===== config.mk =====
export PLATFORM = sky130hd
export DESIGN_NAME = hazard_ctrl
export DESIGN_NICKNAME = d
export VERILOG_FILES = /design/src/rtl/hazard_ctrl_pkg.sv /design/src/rtl/hazard_ctrl_md_busy_counter.sv /design/src/rtl/hazard_ctrl.sv
export SDC_FILE = /design/constraint.sdc
export NUM_CORES = 1
export LEC_CHECK = 0
export ABC_AREA = 1
export ABC_CLOCK_PERIOD_IN_PS = 2450
export BUFFER_PORTS_ARGS = -buffer_cell sky130_fd_sc_hd__buf_2
export CORE_MARGIN = 2
export CORE_UTILIZATION = 52
export DETAILED_ROUTE_END_ITERATION = 16
export PLACE_DENSITY = 0.75
export SYNTH_ARGS = -nofsm -noshare
export SYNTH_HDL_FRONTEND = slang
export SYNTH_HIERARCHICAL = 1
export SYNTH_SLANG_ARGS = --single-unit
export TNS_END_PERCENT = 100

===== constraint.sdc =====
create_clock -name clk -period 2.45 [get_ports clk]
set_clock_uncertainty 0.05 [all_clocks]
set_input_delay 0.49 -clock clk [delete_from_list [all_inputs] [get_ports clk]]
set_output_delay 0.49 -clock clk [all_outputs]
set_load 0.01 [all_outputs]

===== src/rtl/hazard_ctrl_pkg.sv =====
// Shared constants, scoreboard entry type and per-source hazard/forward helpers
// for the D-stage hazard controller.
package hazard_ctrl_pkg;

    localparam logic [2:0] TUSE_NONE = 3'd7;

    localparam logic [1:0] FWD_RF = 2'd0;
    localparam logic [1:0] FWD_E  = 2'd1;
    localparam logic [1:0] FWD_M  = 2'd2;

    localparam int MULT_CYCLES_DEFAULT = 5;
    localparam int DIV_CYCLES_DEFAULT  = 10;

    // One in-flight writer: destination register (0 = empty) and cycles until result.
    typedef struct packed {
        logic [4:0] a3;
        logic [2:0] tnew;
    } sb_entry_t;

    function automatic logic [2:0] sat_dec(input logic [2:0] x);
        return (x == 3'd0) ? 3'd0 : x - 3'd1;
    endfunction

    // E masks M: an older M writer of the same register is superseded by E.
    function automatic logic src_hazard(input logic [4:0] a,
                                        input logic [2:0] tuse,
                                        input sb_entry_t  e,
                                        input sb_entry_t  m);
        logic haz_e;
        logic haz_m;
        haz_e = (a != 5'd0) && (a == e.a3) && (e.tnew > tuse);
        haz_m = (a != 5'd0) && (a == m.a3) && (a != e.a3) && (m.tnew > tuse);
        return (tuse != TUSE_NONE) && (haz_e || haz_m);
    endfunction

    function automatic logic [1:0] src_fwd(input logic [4:0] a,
                                           input sb_entry_t  e,
                                           input sb_entry_t  m);
        logic [1:0] sel;
        sel = FWD_RF;
        if ((a != 5'd0) && (a == e.a3) && (e.tnew == 3'd0)) begin
            sel = FWD_E;
        end else if ((a != 5'd0) && (a == m.a3) && (m.tnew == 3'd0)) begin
            sel = FWD_M;
        end
        return sel;
    endfunction

endpackage


===== src/rtl/hazard_ctrl_md_busy_counter.sv =====
// HI/LO busy counter: loads the mult/div latency on an accepted start and
// counts down to zero; busy while non-zero.
module md_busy_counter
    import hazard_ctrl_pkg::*;
#(
    parameter int MULT_CYCLES = MULT_CYCLES_DEFAULT,
    parameter int DIV_CYCLES  = DIV_CYCLES_DEFAULT
) (
    input  logic clk,
    input  logic rst,
    input  logic start,
    input  logic div,
    output logic busy
);

    logic [3:0] cnt;

    always_ff @(posedge clk) begin
        if (rst) begin
            cnt <= 4'd0;
        end else if (start) begin
            cnt <= div ? 4'(DIV_CYCLES) : 4'(MULT_CYCLES);
        end else if (cnt != 4'd0) begin
            cnt <= cnt - 4'd1;
        end
    end

    assign busy = (cnt != 4'd0);

endmodule


===== src/rtl/hazard_ctrl.sv =====
// D-stage stall/forward controller: E/M write scoreboard, register and HI/LO
// hazard detection, and D-stage forward selects.
module hazard_ctrl
    import hazard_ctrl_pkg::*;
#(
    parameter int MULT_CYCLES = MULT_CYCLES_DEFAULT,
    parameter int DIV_CYCLES  = DIV_CYCLES_DEFAULT
) (
    input  logic       clk,
    input  logic       rst,
    input  logic [4:0] A1D,
    input  logic [4:0] A2D,
    input  logic [2:0] Tuse1D,
    input  logic [2:0] Tuse2D,
    input  logic [4:0] A3D,
    input  logic [2:0] TnewD,
    input  logic       mdStartD,
    input  logic       mdDivD,
    input  logic       mdUseD,
    output logic       enPC,
    output logic       enD,
    output logic       flushE,
    output logic [1:0] fwdA1D,
    output logic [1:0] fwdA2D,
    output logic       mdBusy
);

    sb_entry_t e_q;
    sb_entry_t m_q;
    logic      haz1;
    logic      haz2;
    logic      md_haz;
    logic      stall;

    // A stalled D instruction must not enter E, so E takes an empty entry.
    always_ff @(posedge clk) begin
        if (rst) begin
            e_q <= '0;
            m_q <= '0;
        end else begin
            e_q <= stall ? sb_entry_t'('0) : sb_entry_t'{a3: A3D, tnew: TnewD};
            m_q <= sb_entry_t'{a3: e_q.a3, tnew: sat_dec(e_q.tnew)};
        end
    end

    always_comb begin
        haz1   = src_hazard(A1D, Tuse1D, e_q, m_q);
        haz2   = src_hazard(A2D, Tuse2D, e_q, m_q);
        md_haz = mdUseD && mdBusy;
        stall  = haz1 || haz2 || md_haz;
    end

    assign enPC   = !stall;
    assign enD    = !stall;
    assign flushE = stall;
    assign fwdA1D = src_fwd(A1D, e_q, m_q);
    assign fwdA2D = src_fwd(A2D, e_q, m_q);

    md_busy_counter #(
        .MULT_CYCLES(MULT_CYCLES),
        .DIV_CYCLES (DIV_CYCLES)
    ) u_md_busy (
        .clk  (clk),
        .rst  (rst),
        .start(mdStartD && !stall),
        .div  (mdDivD),
        .busy (mdBusy)
    );

endmodule


== Word level (Yosys, flattened, before mapping) ==
Index checks and enable logic that the tools add are counted.

* Memory bits (read-only): 0
* Memories: 0
* Bits in registers: 20
* Bits in latches: 0
* Output and inout bits: 8
* RAM bits: 0
* Word-level logic and storage cells: 57
* Input port bits: 29

* Mux-type cells: 7
* Reduce and logical (&&, ||, !) cells: 31
* Equality and inequality tests: 8
* Multipliers: 0
* Add/sub/neg operators: 2
* Bitwise operators: 0
* Shift operators: 0
* Magnitude comparators: 4
* Divide/modulo/power cells: 0

{| class="wikitable"
|+ Operators with widths
! operator !! number
|-
| 5-bit equality test || 4
|-
| 1-bit logical AND || 18
|-
| 3-bit > comparator || 4
|-
| 4-bit 2-to-1 mux || 3
|-
| 5-bit inequality test || 2
|-
| 5-bit nonzero test || 2
|-
| 2-bit 2-to-1 mux || 4
|-
| 3-bit logical NOT || 2
|-
| 3-bit inequality test, second input constant || 2
|-
| 1-bit logical OR || 4
|-
| 4-bit nonzero test || 1
|-
| 2-bit OR reduction || 2
|-
| 4-bit by 1-bit subtractor with 4-bit output, second input constant || 1
|-
| 3-bit by 1-bit subtractor with 3-bit output, second input constant || 1
|-
| 2-bit nonzero test || 1
|-
| 1-bit logical NOT || 1
|}

== Depth between registers and ports, before layout ==
* Depth in word-level cells: 11
* Gate-level depth with buffers: 17
* Depth with buffers taken out: 17

== Hierarchy ==
The synthesis kept the hierarchy.

{| class="wikitable"
|+ By module, submodules not included
! module !! times used !! area each (um^2) !! sequential area each (um^2) !! cells an instance
|-
| hazard_ctrl || 1 || 1281.2 || 320.3 || 203
|-
| md_busy_counter || 1 || 249.0 || 80.1 || 40
|}

== Worst setup path after synthesis ==
No wires, ideal clock.

* Path kind: input to output
* Start point: input port Tuse2D[2]
* End point: output port enPC
* Data required time: 1910 ps
* Buffers on the path: 1
* Stages on the path: 11
* Arrival time: 1738 ps
* Setup slack: 172 ps
* Path through: inv_1 -> ha_1 -> a21oi_1 -> o21ai_0 -> and2_0 -> nand3_1 -> nand2_1 -> nand2_2 -> nand3_2 -> inv_1 -> buf_4

* Longest elaborated chain between the ends: 7
* Elaborated cells on any way between the ends: 10
* Those cells by class: 2 x order compare; 1 x eq/ne; 7 x reduce/logical

{| class="wikitable"
|+ RTL lines
! what !! RTL line !! text
|-
| start: declaration || hazard_ctrl.sv:14 || <nowiki>input logic [2:0] Tuse2D,</nowiki>
|-
| 3-bit > comparator (on tied branches) || hazard_ctrl_pkg.sv:31, hazard_ctrl_pkg.sv:32 ||
|-
| 1-bit logical AND (on tied branches) || hazard_ctrl_pkg.sv:31, hazard_ctrl_pkg.sv:32 ||
|-
| 1-bit logical OR || hazard_ctrl_pkg.sv:33 || <nowiki>return (tuse != TUSE_NONE) && (haz_e || haz_m);</nowiki>
|-
| 1-bit logical AND (*) || hazard_ctrl_pkg.sv:33 ||
|-
| 1-bit logical OR (*) (2 in a row) || hazard_ctrl.sv:50 || <nowiki>stall = haz1 || haz2 || md_haz;</nowiki>
|-
| named net flushE || hazard_ctrl.sv:22 || <nowiki>output logic flushE,</nowiki>
|-
| 1-bit logical NOT (*) || -- ||
|-
| end: declaration || hazard_ctrl.sv:20 || <nowiki>output logic enPC,</nowiki>
|}

Mark *: on every way through the listed nets, which the timed path passes. The rest lies on a longest branch.

== Worst setup path in the final report ==
* Start point: input port Tuse1D[2]
* End point: output port enD

* Longest elaborated chain between the ends: 7
* Elaborated cells on any way between the ends: 10
* Those cells by class: 2 x order compare; 1 x eq/ne; 7 x reduce/logical

{| class="wikitable"
|+ RTL lines
! what !! RTL line !! text
|-
| start: declaration || hazard_ctrl.sv:13 || <nowiki>input logic [2:0] Tuse1D,</nowiki>
|-
| 3-bit > comparator (on tied branches) || hazard_ctrl_pkg.sv:31, hazard_ctrl_pkg.sv:32 ||
|-
| 1-bit logical AND (on tied branches) || hazard_ctrl_pkg.sv:31, hazard_ctrl_pkg.sv:32 ||
|-
| 1-bit logical OR || hazard_ctrl_pkg.sv:33 ||
|-
| 1-bit logical AND (*) || hazard_ctrl_pkg.sv:33 ||
|-
| 1-bit logical OR (*) (2 in a row) || hazard_ctrl.sv:50 ||
|-
| 1-bit logical NOT (*) || hazard_ctrl.sv:54 || <nowiki>assign enD = !stall;</nowiki>
|-
| end: declaration || hazard_ctrl.sv:21 || <nowiki>output logic enD,</nowiki>
|}

Mark *: on every way between the ends. The rest lies on a longest branch, timed or not.

==> out/metrics.csv <==
stage,metric,value,unit
status,status,"finished, final reports clean",
final_layout,drive_above_1_share,0.2403,
clocking,cts_tree,yes,
power,intPower,749.9,uW
clocking,clk_latency,310,ps
synthesis,synth-seq-cells,20,
clocking,cts_buffer_depth,2,
global_route,grt_pass1_wl,5457,um
global_route,grt_pass1_vias,1378,
placed_design,pre_cts_ws,79.49,ps
power,cellLeakagePower,1.032,nW
route,antenna_left,0,
floorplanning,die_area,3392,sq um
clocking,cts_hold_buffers,0,
route,vias,1521,
critical_path,reg2reg_from,m_q[2],
timing,fin_crit,2357,ps
floorplanning,die_w,58.25,um
route,post-route-drc-count,0,
global_route,antenna_found_initial,0,
power,total_power,1.281,mW
clocking,htreeDepth,1,
clocking,cts-root-buf,clkbuf_4,
power,p_comb_frac,0.484,
placed_design,portBuffers,36,
timing,hold_viol,0,
floorplanning,placementRows,19,
timing,relSlewSlack,0.8095,
critical_path,startpoint,Tuse1D[2],
floorplanning,io_pins,37,
power,max-vdd-ir-drop,0.6310,mV
clocking,worst_setup_hold_path_clk_slew,130,ps
power,p_switching,531.1,uW
critical_path,cp.required,1910,ps
final_layout,regArea,409.1,sq um
floorplanning,core-area,2781,sq um
synthesis,yosys_warnings,6,
power,clkPwrFrac,0.155,
timing,tightest_slew,283.5,ps
placed_design,detailed_place_hpwl,2709,um
global_route,grt_overflow,0,
clocking,cts_made_buffers,3,
timing,drv_slew,0,
synthesis,synthCells,243,
route,wl_per_cell,10.19,um
synthesis,synth.distinct_cells,23,
floorplanning,initial_core_util,0.5502,
timing,fin_ws,93.34,ps
global_route,grt_max_degree,12,
synthesis,syn_area_per_cell,6.297,sq um
min_path,hold_path.class,input pin to flip-flop,
synthesis,netlist_area,1530,sq um
timing,maxClockFrequency,424.3,MHz
synthesis,yosysSeqAreaShare,0.2617,
global_route,grt_usage,0.2072,
critical_path,critPathMaxFanout,3,
timing,setup_viol_count_final,0,
critical_path,worst-setup-path-type,input pin to output pin,
final_layout,utilization,0.6698,
synthesis,synth.net_count,288,
timing,post-route-period-util,0.9619,
final_layout,nets,329,
min_path,hold_start,A3D[1],
power,power_density,687.6,nW/um^2
timing,timing.hold.ws,325.5,ps
floorplanning,die_h,58.25,um
final_layout,nFillCells,267,
final_layout,area_delta_synth_final,21.75,%
run,cap_violations,0,
synthesis,yosys.area.top_type,dfxtp_1,
critical_path,endpoint_kind,output pin,
placed_design,gp_congestion,0.8352,
route,drt-total-wl,3199,um
synthesis,synth_area_leaders,"dfxtp_1, nand2_1, ha_1",
power,swShare,0.4146,
critical_path,crit_arrival,1820,ps
synthesis,synth_top_area_frac,0.2617,
route,viasPerCell,4.844,
power,seqPwrFrac,0.361,
critical_path,crit_path_start_kind,input pin,
final_layout,multi_input_area,1005,sq um
route,drtIter0Drc,59,
final_layout,insertedDiodeCount,0,
route,drt-pass1-iter-count,4,
clocking,cts.sinks,20,
[worst paths after layout]
kind	to	slack [ps]	cells after the start
max	enD	90	11
min	e_q[4]	330	3
max reg2reg	u_md_busy/cnt[0]	480	14
min reg2reg	m_q[0]	410	1
[cells in the mapped netlist, drive strengths merged]
cell type / n
a21oi: 6
a32oi: 1
and2: 1
and3: 1
buf: 1
dfxtp: 20
ha: 16
inv: 49
nand2: 72
nand3: 14
nand3b: 3
nand4: 4
nor2: 41
nor3: 2
nor3b: 1
o21ai: 3
xnor2: 8
[sequential cells by signal (all words and copies together) (netlist names)]
register / cells
e_q: 8
u_md_busy/cnt: 4
m_q: 8
[critical path, cell delays in order]
cell     delay, ps
buf_2           90
inv_1           70
ha_1           340
and3_2         200
a21oi_1        110
nand3_1         80
nand2_1         90
nand2_2         70
nand3_2         90
inv_1           50
buf_2          130
[what timing repair did]
action	4_1_cts	5_1_grt
endpoints found under the setup margin	0	4
setup buffers	0	1
resized for setup	0	17
hold endpoints to repair	0	0
[layer usage]
| layer | track usage | share of wire | vias up |
|---|---|---|---|
| met2 | 0.3685 | 0.47 | 33 |
| li1 | - | - | 819 |
| met3 | 0.04688 | 0.047 | 4 |
| met5 | 0 | 0 | - |
| met1 | 0.2538 | 0.47 | 665 |
| met4 | 0.04651 | 0.012 | 0 |
[through the flow]
stage	setup TNS [ps]	cell area, sq um	std cells
2_1_floorplan	0	1530	243
3_3_place_gp	0	1742	309
3_5_place_dp	0	1742	309
4_1_cts	0	1778	313
5_1_grt	-18.77	1863	314
6_report	0	1863	314
[cells by family (layout without fill, tap and decap cells)]
group | count (synthesis) | count (layout) | share of synthesized area
XOR/XNOR | 8 | 8 | 0.04579
AO/OA/AOI/OAI | 10 | 10 | 0.03762
flip-flops | 20 | 20 | 0.2616
AND/OR/NAND/NOR | 139 | 139 | 0.3990
buffers and inverters | 50 | 90 | 0.1251
adder cells (fa/ha/maj) | 16 | 16 | 0.1308
[power groups by stage]
stage | Clock [mW] | Combinational (mW) | Sequential [mW]
2_1_floorplan | 0 | 0.454 | 0.446
3_3_place_gp | 0 | 0.584 | 0.460
3_5_place_dp | 0 | 0.594 | 0.462
4_1_cts | 0.203 | 0.597 | 0.454
5_1_grt | 0.210 | 0.730 | 0.473
6_report | 0.199 | 0.620 | 0.462
[area by class of cell]
class | count | share of cell area
sequential | 20 | 0.2196
clock buffer | 4 | 0.01948
tap | 31 | 0.02082
multi-input combinational | 173 | 0.5393
timing repair buffer | 37 | 0.1007
inverter | 49 | 0.1001
[placed cells by master (no fill, tap or decap), types with 4 or more instances in the layout]
cell type / count
nand2_1: 69
nor2_1: 37
ha_1: 12
nand3_1: 12
nor2_2: 4
dfxtp_2: 4
inv_1: 45
ha_4: 4
a21oi_1: 5
xnor2_1: 8
dfxtp_1: 15
buf_2: 36
Note: power is estimated with default switching activity, not from simulation.
